**src/rtl/charmap_fetch.sv**
```systemverilog
// Character-mode fetch sequencer: per 8-pixel cell reads code, attribute and glyph row, then shifts colour out.
// Fetch latency 3 clk_sys cycles from trigger; no backpressure, memories must return data the cycle after the address.
module charmap_fetch #(
  parameter int          COLS      = 40,
  parameter int          ROWS      = 30,
  parameter logic [12:0] CHAR_BASE = 13'h0000,
  parameter logic [12:0] ATTR_BASE = 13'h0800
) (
  input  logic        clk_sys,
  input  logic        reset,
  input  logic        pxl_cen,
  input  logic [8:0]  hcnt,
  input  logic [8:0]  vcnt,
  input  logic        hblank,
  input  logic        vblank,
  output logic [12:0] chram_addr,
  input  logic [7:0]  chram_q,
  output logic [10:0] chrom_addr,
  input  logic [7:0]  chrom_q,
  output logic [3:0]  colour,
  output logic        busy
);

  typedef enum logic [1:0] {IDLE, S_CODE, S_ATTR, S_ROW} state_t;

  state_t      state;
  logic [6:0]  tgt_col;
  logic [5:0]  row;
  logic [12:0] tgt_off;
  logic        trig;
  logic        start;
  logic [12:0] off_q;
  logic [2:0]  line_q;
  logic [7:0]  pend_bmp;
  logic [7:0]  pend_attr;
  logic [7:0]  shifter;
  logic [7:0]  attr_cur;

  // During hblank the next cell to display is column 0 of the upcoming line.
  always_comb begin
    row     = vcnt[8:3];
    tgt_col = hblank ? 7'd0 : {1'b0, hcnt[8:3]} + 7'd1;
    tgt_off = {2'b00, row, 5'b00000} + {4'b0000, row, 3'b000} + {6'b000000, tgt_col};
    trig    = pxl_cen && (hcnt[2:0] == 3'd0);
    start   = trig && (32'(tgt_col) < COLS) && (32'(row) < ROWS) && !vblank;
  end

  always_ff @(posedge clk_sys or posedge reset) begin
    if (reset) begin
      state      <= IDLE;
      busy       <= 1'b0;
      chram_addr <= 13'd0;
      chrom_addr <= 11'd0;
      off_q      <= 13'd0;
      line_q     <= 3'd0;
      pend_bmp   <= 8'd0;
      pend_attr  <= 8'd0;
      shifter    <= 8'd0;
      attr_cur   <= 8'd0;
      colour     <= 4'd0;
    end else begin
      case (state)
        IDLE: begin
          if (start) begin
            chram_addr <= CHAR_BASE + tgt_off;
            off_q      <= tgt_off;
            line_q     <= vcnt[2:0];
            busy       <= 1'b1;
            state      <= S_CODE;
          end else if (trig) begin
            // Cells outside the text area display as colour 0.
            pend_bmp  <= 8'd0;
            pend_attr <= 8'd0;
          end
        end
        S_CODE: begin
          chram_addr <= ATTR_BASE + off_q;
          chrom_addr <= {chram_q, line_q};
          state      <= S_ATTR;
        end
        S_ATTR: begin
          pend_attr <= chram_q;
          state     <= S_ROW;
        end
        S_ROW: begin
          pend_bmp <= chrom_q;
          busy     <= 1'b0;
          state    <= IDLE;
        end
        default: begin
          busy  <= 1'b0;
          state <= IDLE;
        end
      endcase

      if (pxl_cen) begin
        colour <= (hblank || vblank) ? 4'd0 :
                  (shifter[7] ? attr_cur[7:4] : attr_cur[3:0]);
        if (hcnt[2:0] == 3'd7) begin
          shifter  <= pend_bmp;
          attr_cur <= pend_attr;
        end else begin
          shifter <= {shifter[6:0], 1'b0};
        end
      end
    end
  end

endmodule

```
**config.mk**
```make
export PLATFORM = sky130hd
export DESIGN_NAME = charmap_fetch
export DESIGN_NICKNAME = d
export VERILOG_FILES = /design/src/rtl/charmap_fetch.sv
export SDC_FILE = /design/constraint.sdc
export NUM_CORES = 1
export LEC_CHECK = 0
export CAP_MARGIN = 20
export CORE_MARGIN = 3
export CORE_UTILIZATION = 54
export CTS_CLUSTER_SIZE = 8
export DETAILED_ROUTE_END_ITERATION = 6
export MAX_ROUTING_LAYER = met4
export PLACE_DENSITY_LB_ADDON = 0.12
export SLEW_MARGIN = 0
export SYNTH_ARGS = -nofsm -noshare
export SYNTH_HDL_FRONTEND = slang
export SYNTH_SLANG_ARGS = --single-unit
```
**constraint.sdc**
```tcl
create_clock -name clk_sys -period 3.3 [get_ports clk_sys]
set_input_delay 0.66 -clock clk_sys [delete_from_list [all_inputs] [get_ports clk_sys]]
set_output_delay 0.66 -clock clk_sys [all_outputs]
set_load 0.02 [all_outputs]
```
* Yosys cells after proc, flatten, opt, wreduce, memory -nomap -nowiden
Index checks and enable logic that the tools add are counted.
** Cells by class
- Add/subtract/negate cells :: 4
- Multipliers :: 0
- Div/mod/pow operators :: 0
- Magnitude comparators :: 2
- Equality and inequality tests :: 7
- Shift-type cells :: 0
- Multiplexer cells :: 14
- Bitwise gates (word level) :: 0
- Reductions and logical operators :: 17
** Operator list (count)
- $pmux W8 S2 :: 2
- $pmux W13 S2 :: 1
- $mux W8 :: 3
- $add A12 B13 Y13 const A :: 1
- $add A12 B7 Y13 :: 1
- $mux W13 :: 1
- $add A11 B9 Y12 :: 1
- $mux W4 :: 2
- $pmux W2 S4 :: 1
- $reduce_and A2 Y1 :: 4
- $add A6 B1 Y7 const B :: 1
- $lt A7 B6 Y1 const B :: 1
- $mux W7 :: 1
- $lt A6 B5 Y1 const B :: 1
- $ne A2 B2 Y1 const B :: 3
- $reduce_and A3 Y1 :: 2
- $reduce_bool A2 Y1 :: 3
- $eq A2 B2 Y1 const B :: 2
- $logic_and A1 B1 Y1 :: 4
- $eq A3 B3 Y1 const B :: 1
- $logic_not A3 Y1 :: 1
- $eq A2 B1 Y1 const B :: 1
- $logic_not A2 Y1 :: 1
- $mux W2 :: 1
- other kinds (4) :: 4
** Word-level totals
- Register bits after elaboration :: 79
- Bits in latches :: 0
- RAM bits :: 0
- ROM bits :: 0
- Input bits :: 39
- Output and inout bits :: 29
- Logic and storage cells :: 55
- Memories kept :: 0

* Depth between registers and ports, before layout
- Word-level depth :: 8
- Depth in mapped cells :: 12
- Gate-level depth less buffers :: 12

* Worst setup path after synthesis
Ideal clock, no wire load.
- Kind :: input port to flip-flop
- Start :: input port hcnt[3]
- End :: register chram_addr[8]
- Library setup time :: 0.125 ns
- Arrival :: 3.014 ns
- Required time :: 3.175 ns
- Slack :: 0.161 ns
- Stages :: 12
- Path buffers :: 0
- Cells stage by stage :: nand3_2 -> nor2_1 -> xor2_1 -> nand2_1 -> fa_1 -> inv_1 -> fa_1 -> a21o_1 -> a21oi_1 -> xnor2_1 -> mux2_2 -> mux2_2
** On the way
- Word-level cells in the longest chain between the ends :: 8
- Elaborated cells on any way between the ends :: 11
- Classes of those cells :: add/sub: 2; order compare: 1; eq/ne: 1; mux: 3; reduce/logical: 4
** RTL lines
- start, declared :: line 12 : input logic [8:0] hcnt,
- $add A6 B1 Y7 * :: line 42 : tgt_col = hblank ? 7'd0 : {1'b0, hcnt[8:3]} + 7'd1;
- $mux W7 * :: line 42
- $lt A7 B6 Y1 :: line 45 : start = trig && (32'(tgt_col) < COLS) && (32'(row) < ROWS) && !vblank;
- $logic_and A1 B1 Y1 (3 in series) :: line 45
- $ne A2 B2 Y1 (no line)
- $reduce_and A2 Y1 (no line)
- end signal, assigned :: line 65 : chram_addr <= CHAR_BASE + tgt_off;
- end signal, assigned :: line 77 : chram_addr <= ATTR_BASE + off_q;
- end, declared :: line 16 : output logic [12:0] chram_addr,
Every way passes the cells marked *; elsewhere a longest branch is shown, timed or not. The select of a mux whose other input is x is not followed.
A chain may end at the register's enable or synchronous reset.

* Final worst setup path
- Start :: input port hcnt[8]
- End :: register chram_addr[8]
Same word-level chain as after synthesis.

==> Flow_metrics.wiki <==
{| class="wikitable"
! Metric !! Value
|-
| Run status || complete, no violations
|-
| Post-synth ARST share || 100.0%
|-
| Cell breakdown of the critical path || clkdlybuf4s50_1 > buf_4 > nand4b_1 > nor2_1 > fa_1 > ha_1 > a21o_1 > a21oi_2 > xnor2_2 > mux2_2 > mux2_2
|-
| Max-Slew Margin vs Limit || 58.44%
|-
| Cells after synthesis || 367
|-
| TritonCTS clock tree || done
|-
| Synth Net Count || 425
|-
| Critical Path Most Common Cell || sky130_fd_sc_hd__mux2_2
|-
| Most used flip-flop cell after synthesis || sky130_fd_sc_hd__dfrtp_1
|-
| Start-to-end type of the worst setup path || in -> reg
|-
| Number of search-and-repair iterations in the first detailed-routing pass || 4
|-
| Count of unique library cells instantiated by Yosys || 51
|-
| Half-perimeter wire length of the detailed placement result || 6.132 mm
|-
| Leading cell type in the layout, fill and taps excluded || sky130_fd_sc_hd__dfrtp_1
|-
| Number of cells on the worst hold path || 2
|-
| Final Instance Area || 5314 um2
|-
| Post-route ant nets || 0
|-
| Clock edge transition at the registers on the reported setup and hold paths || 0.09 ns
|-
| R2R Path End || chram_addr[7]
|-
| TritonCTS buffer count || 9
|-
| Crit path arrival time || 3.44 ns
|-
| CP Launch Type || input pin
|-
| Setup violators final || 0
|-
| Worst clock skew || 0.01106 ns
|-
| Final max-slew violation count || 0
|-
| Critical-path maximum fanout || 5
|-
| Vias per Instance || 5.354
|-
| Worst Hold Path EP || attr_cur[3]
|-
| Post-route fraction of the period consumed by the critical path || 96.62%
|-
| Netlist Area Pre-Place || 4096 um2
|-
| Overflow after GRT || 0
|-
| Clock root buffer master || sky130_fd_sc_hd__clkbuf_8
|-
| Worst-margin pin slew || 0.6207 ns
|-
| Post-synthesis register bit count || 78
|-
| First-pass GRT wire length || 14.56 mm
|-
| Number of inserted diodes || 0
|-
| FF-to-FF path depth || 6
|-
| Clock Tree Buf Depth || 2
|-
| Reg2Reg Launch Point || state[1]
|-
| Final weighted congestion in routability-driven placement || 0.8423
|-
| Standby leakage power || 2.450 nW
|-
| Cell area reported after detailed placement || 5060 um2
|-
| Total via count in the routed design || 3025
|-
| Die footprint || 8667 um2
|-
| CTS Sinks || 78
|-
| Ports || 68
|-
| Sequential cell area fraction in the yosys report || 47.65%
|-
| Number of max-cap violations || 0
|-
| Fraction of final layout cells sized beyond drive strength 1 || 24.25%
|-
| Count of standard-cell rows || 31
|-
| Power per cell area || 758.7 nW/um2
|-
| Number of global-route vias before repair || 3139
|-
| Slowest stage cell, crit path || sky130_fd_sc_hd__clkdlybuf4s50_1
|-
| Antenna violations before repair || 0
|-
| Overall Global Routing Usage || 21.83%
|-
| Fin nets || 519
|-
| F_max || 0.3136 GHz
|-
| Number of DRC violations after detailed-routing iteration 0 || 71
|-
| PortBufs || 67
|-
| Post-Route Utilization || 72.87%
|-
| Type of destination of the critical path || flop
|-
| Final Routed Wirelength || 8.475 mm
|-
| Shortest clock period the worst path allows after layout || 3.188 ns
|-
| Pin count of the biggest net entering global routing || 47
|-
| Drc violations || 0
|-
| Final Hold Slack || 0.4856 ns
|-
| Slowest cell delay on critical path || 0.51 ns
|-
| Maximum ir drop on the vdd rail || 0.4097 mV
|-
| Mean post-synth cell area || 11.16 um2
|-
| YS warnings || 0
|-
| Worst setup slack for register-to-register paths || 1.22 ns
|-
| Growth of design area from synthesis to finish || 29.72%
|-
| Die Height || 93.10 um
|-
| Floorplan Core Area || 7292 um2
|-
| Horizontal extent of the die || 93.10 um
|-
| Starting density of the core || 56.18%
|-
| Final routed wire length divided by cell count || 15.00 um
|-
| CTS H-tree lvls || 3
|-
| Hold-fix buffers at CTS || 0
|-
| Req. time, crit path || 3.55 ns
|-
| Leading cell types in the layout, fill and taps excluded || sky130_fd_sc_hd__dfrtp_1, sky130_fd_sc_hd__clkdlybuf4s50_1, sky130_fd_sc_hd__inv_1
|-
| Number of hold violations in the final report || 0
|-
| Clock network latency to the later pin of the worst-skew pair || 0.36 ns
|-
| Class of the tightest hold or removal check || reg -> reg
|-
| Count of flip-flops with a built-in enable after synthesis || 0
|-
| Beginning of the worst hold path || attr_cur[3]
|}
state kept, by name, indices dropped and copies added (netlist names):
name and cells:
attr_cur 8, busy 1, chram_addr 13, chrom_addr 11
colour 4, line_q 3, off_q 12, pend_attr 8
pend_bmp 8, shifter 8, state 2
per-layer routing:
layer	share of wire (%)	up-vias	GRT usage [%]	wire (um)
li1	-	1464	-	-
met1	44	1471	27.22	3722
met3	5.1	13	4.505	429
met5	0	-	-	0
met2	49	77	34.67	4132
met4	2.3	0	9.524	191
stage by stage:
step / std cells / setup WS (ns) / power, mW / setup TNS [ns]
after detailed placement: 548 / -0.5286 / 3.305 / -3.217
after global routing: 565 / -0.02425 / 4.303 / -0.02425
after floorplan: 367 / 0.1614 / 2.683 / 0
after global placement: 548 / -0.4532 / 3.251 / -2.620
final: 565 / 0.1115 / 4.032 / 0
after CTS: 565 / 0.01835 / 4.067 / 0
worst max path at each step:
stage            start             to  slack (ns)  depth (start not counted)
6_report       hcnt[8]  chram_addr[8]        0.11                         11
5_1_grt        hcnt[3]  chram_addr[8]       -0.02                         13
4_1_cts        hcnt[5]  chram_addr[8]        0.02                         13
3_5_place_dp   hcnt[3]  chram_addr[8]       -0.53                         13
3_3_place_gp   hcnt[3]  chram_addr[8]       -0.45                         13
2_1_floorplan  hcnt[3]  chram_addr[8]        0.16                         12
power breakdown:
part	switching [mW]	internal, mW	leakage [nW]
sequential	0.164	1.30	0.995
combinational	0.889	0.931	1.35
clock	0.387	0.361	0.103
total	1.44	2.59	2.45
area by class of cell:
cell class / instances / area [um2]
Timing Repair Buffer: 95 / 923.4
Inverter: 42 / 157.7
Clock buffer: 9 / 123.9
Multi-Input combinational cell: 235 / 1953
Tap cell: 99 / 123.9
Clock inverter: 7 / 80.08
Fill cell: 590 / 1978
Sequential cell: 78 / 1952
Yosys cell counts (2+ instances only):
library cell | instances | area share [%]
sky130_fd_sc_hd__a211oi_1 | 2 | 0.37
sky130_fd_sc_hd__a21o_1 | 2 | 0.37
sky130_fd_sc_hd__a21oi_1 | 18 | 2.2
sky130_fd_sc_hd__a311oi_1 | 3 | 0.64
sky130_fd_sc_hd__and2_1 | 3 | 0.46
sky130_fd_sc_hd__buf_1 | 3 | 0.27
sky130_fd_sc_hd__buf_2 | 2 | 0.24
sky130_fd_sc_hd__clkbuf_1 | 5 | 0.46
sky130_fd_sc_hd__dfrtp_1 | 78 | 48
sky130_fd_sc_hd__fa_1 | 3 | 1.5
sky130_fd_sc_hd__ha_1 | 16 | 4.9
sky130_fd_sc_hd__inv_1 | 42 | 3.8
sky130_fd_sc_hd__mux2_2 | 36 | 9.9
sky130_fd_sc_hd__mux2_4 | 8 | 2.9
sky130_fd_sc_hd__mux2i_1 | 17 | 4.2
sky130_fd_sc_hd__nand2_1 | 24 | 2.2
sky130_fd_sc_hd__nand3_1 | 7 | 0.86
sky130_fd_sc_hd__nand4_1 | 4 | 0.61
sky130_fd_sc_hd__nor2_1 | 27 | 2.5
sky130_fd_sc_hd__nor2b_1 | 2 | 0.31
sky130_fd_sc_hd__nor4_1 | 3 | 0.46
sky130_fd_sc_hd__o2111ai_1 | 2 | 0.43
sky130_fd_sc_hd__o21ai_0 | 10 | 1.2
sky130_fd_sc_hd__o21bai_1 | 2 | 0.37
sky130_fd_sc_hd__o22ai_1 | 12 | 1.8
sky130_fd_sc_hd__o31ai_1 | 2 | 0.37
sky130_fd_sc_hd__or2_2 | 2 | 0.31
sky130_fd_sc_hd__or4_1 | 2 | 0.37
sky130_fd_sc_hd__xnor2_1 | 6 | 1.3
sky130_fd_sc_hd__xor2_1 | 3 | 0.64
what timing repair did:
action                                  CTS  global route
endpoints found under the setup margin    4             6
buffers inserted                          1             0
pin swaps                                 2             8
resized for setup                         7             9
gates cloned                              0             0
critical path, delay by kind of cell:
| family | cells | cell delay, ns |
|---|---|---|
| compound gates | 2 | 0.41 |
| xor+xnor | 1 | 0.09 |
| fa+ha+maj | 2 | 0.84 |
| buf+inv | 2 | 0.65 |
| mux | 2 | 0.51 |
| simple gates | 2 | 0.28 |
cells by family (layout without fill, tap and decap cells):
family	Yosys count	in the layout	synth area share, %
adders and majority gates	19	19	6.353
buffers and inverters	54	153	5.590
xor gates and xnor gates	9	9	1.924
muxes	61	61	16.98
DFF	78	78	47.65
AOI/OAI and AO/OA	65	65	11.64
and+or+nand+nor	81	81	9.866
No activity file was read; power rests on OpenSTA's default activity.
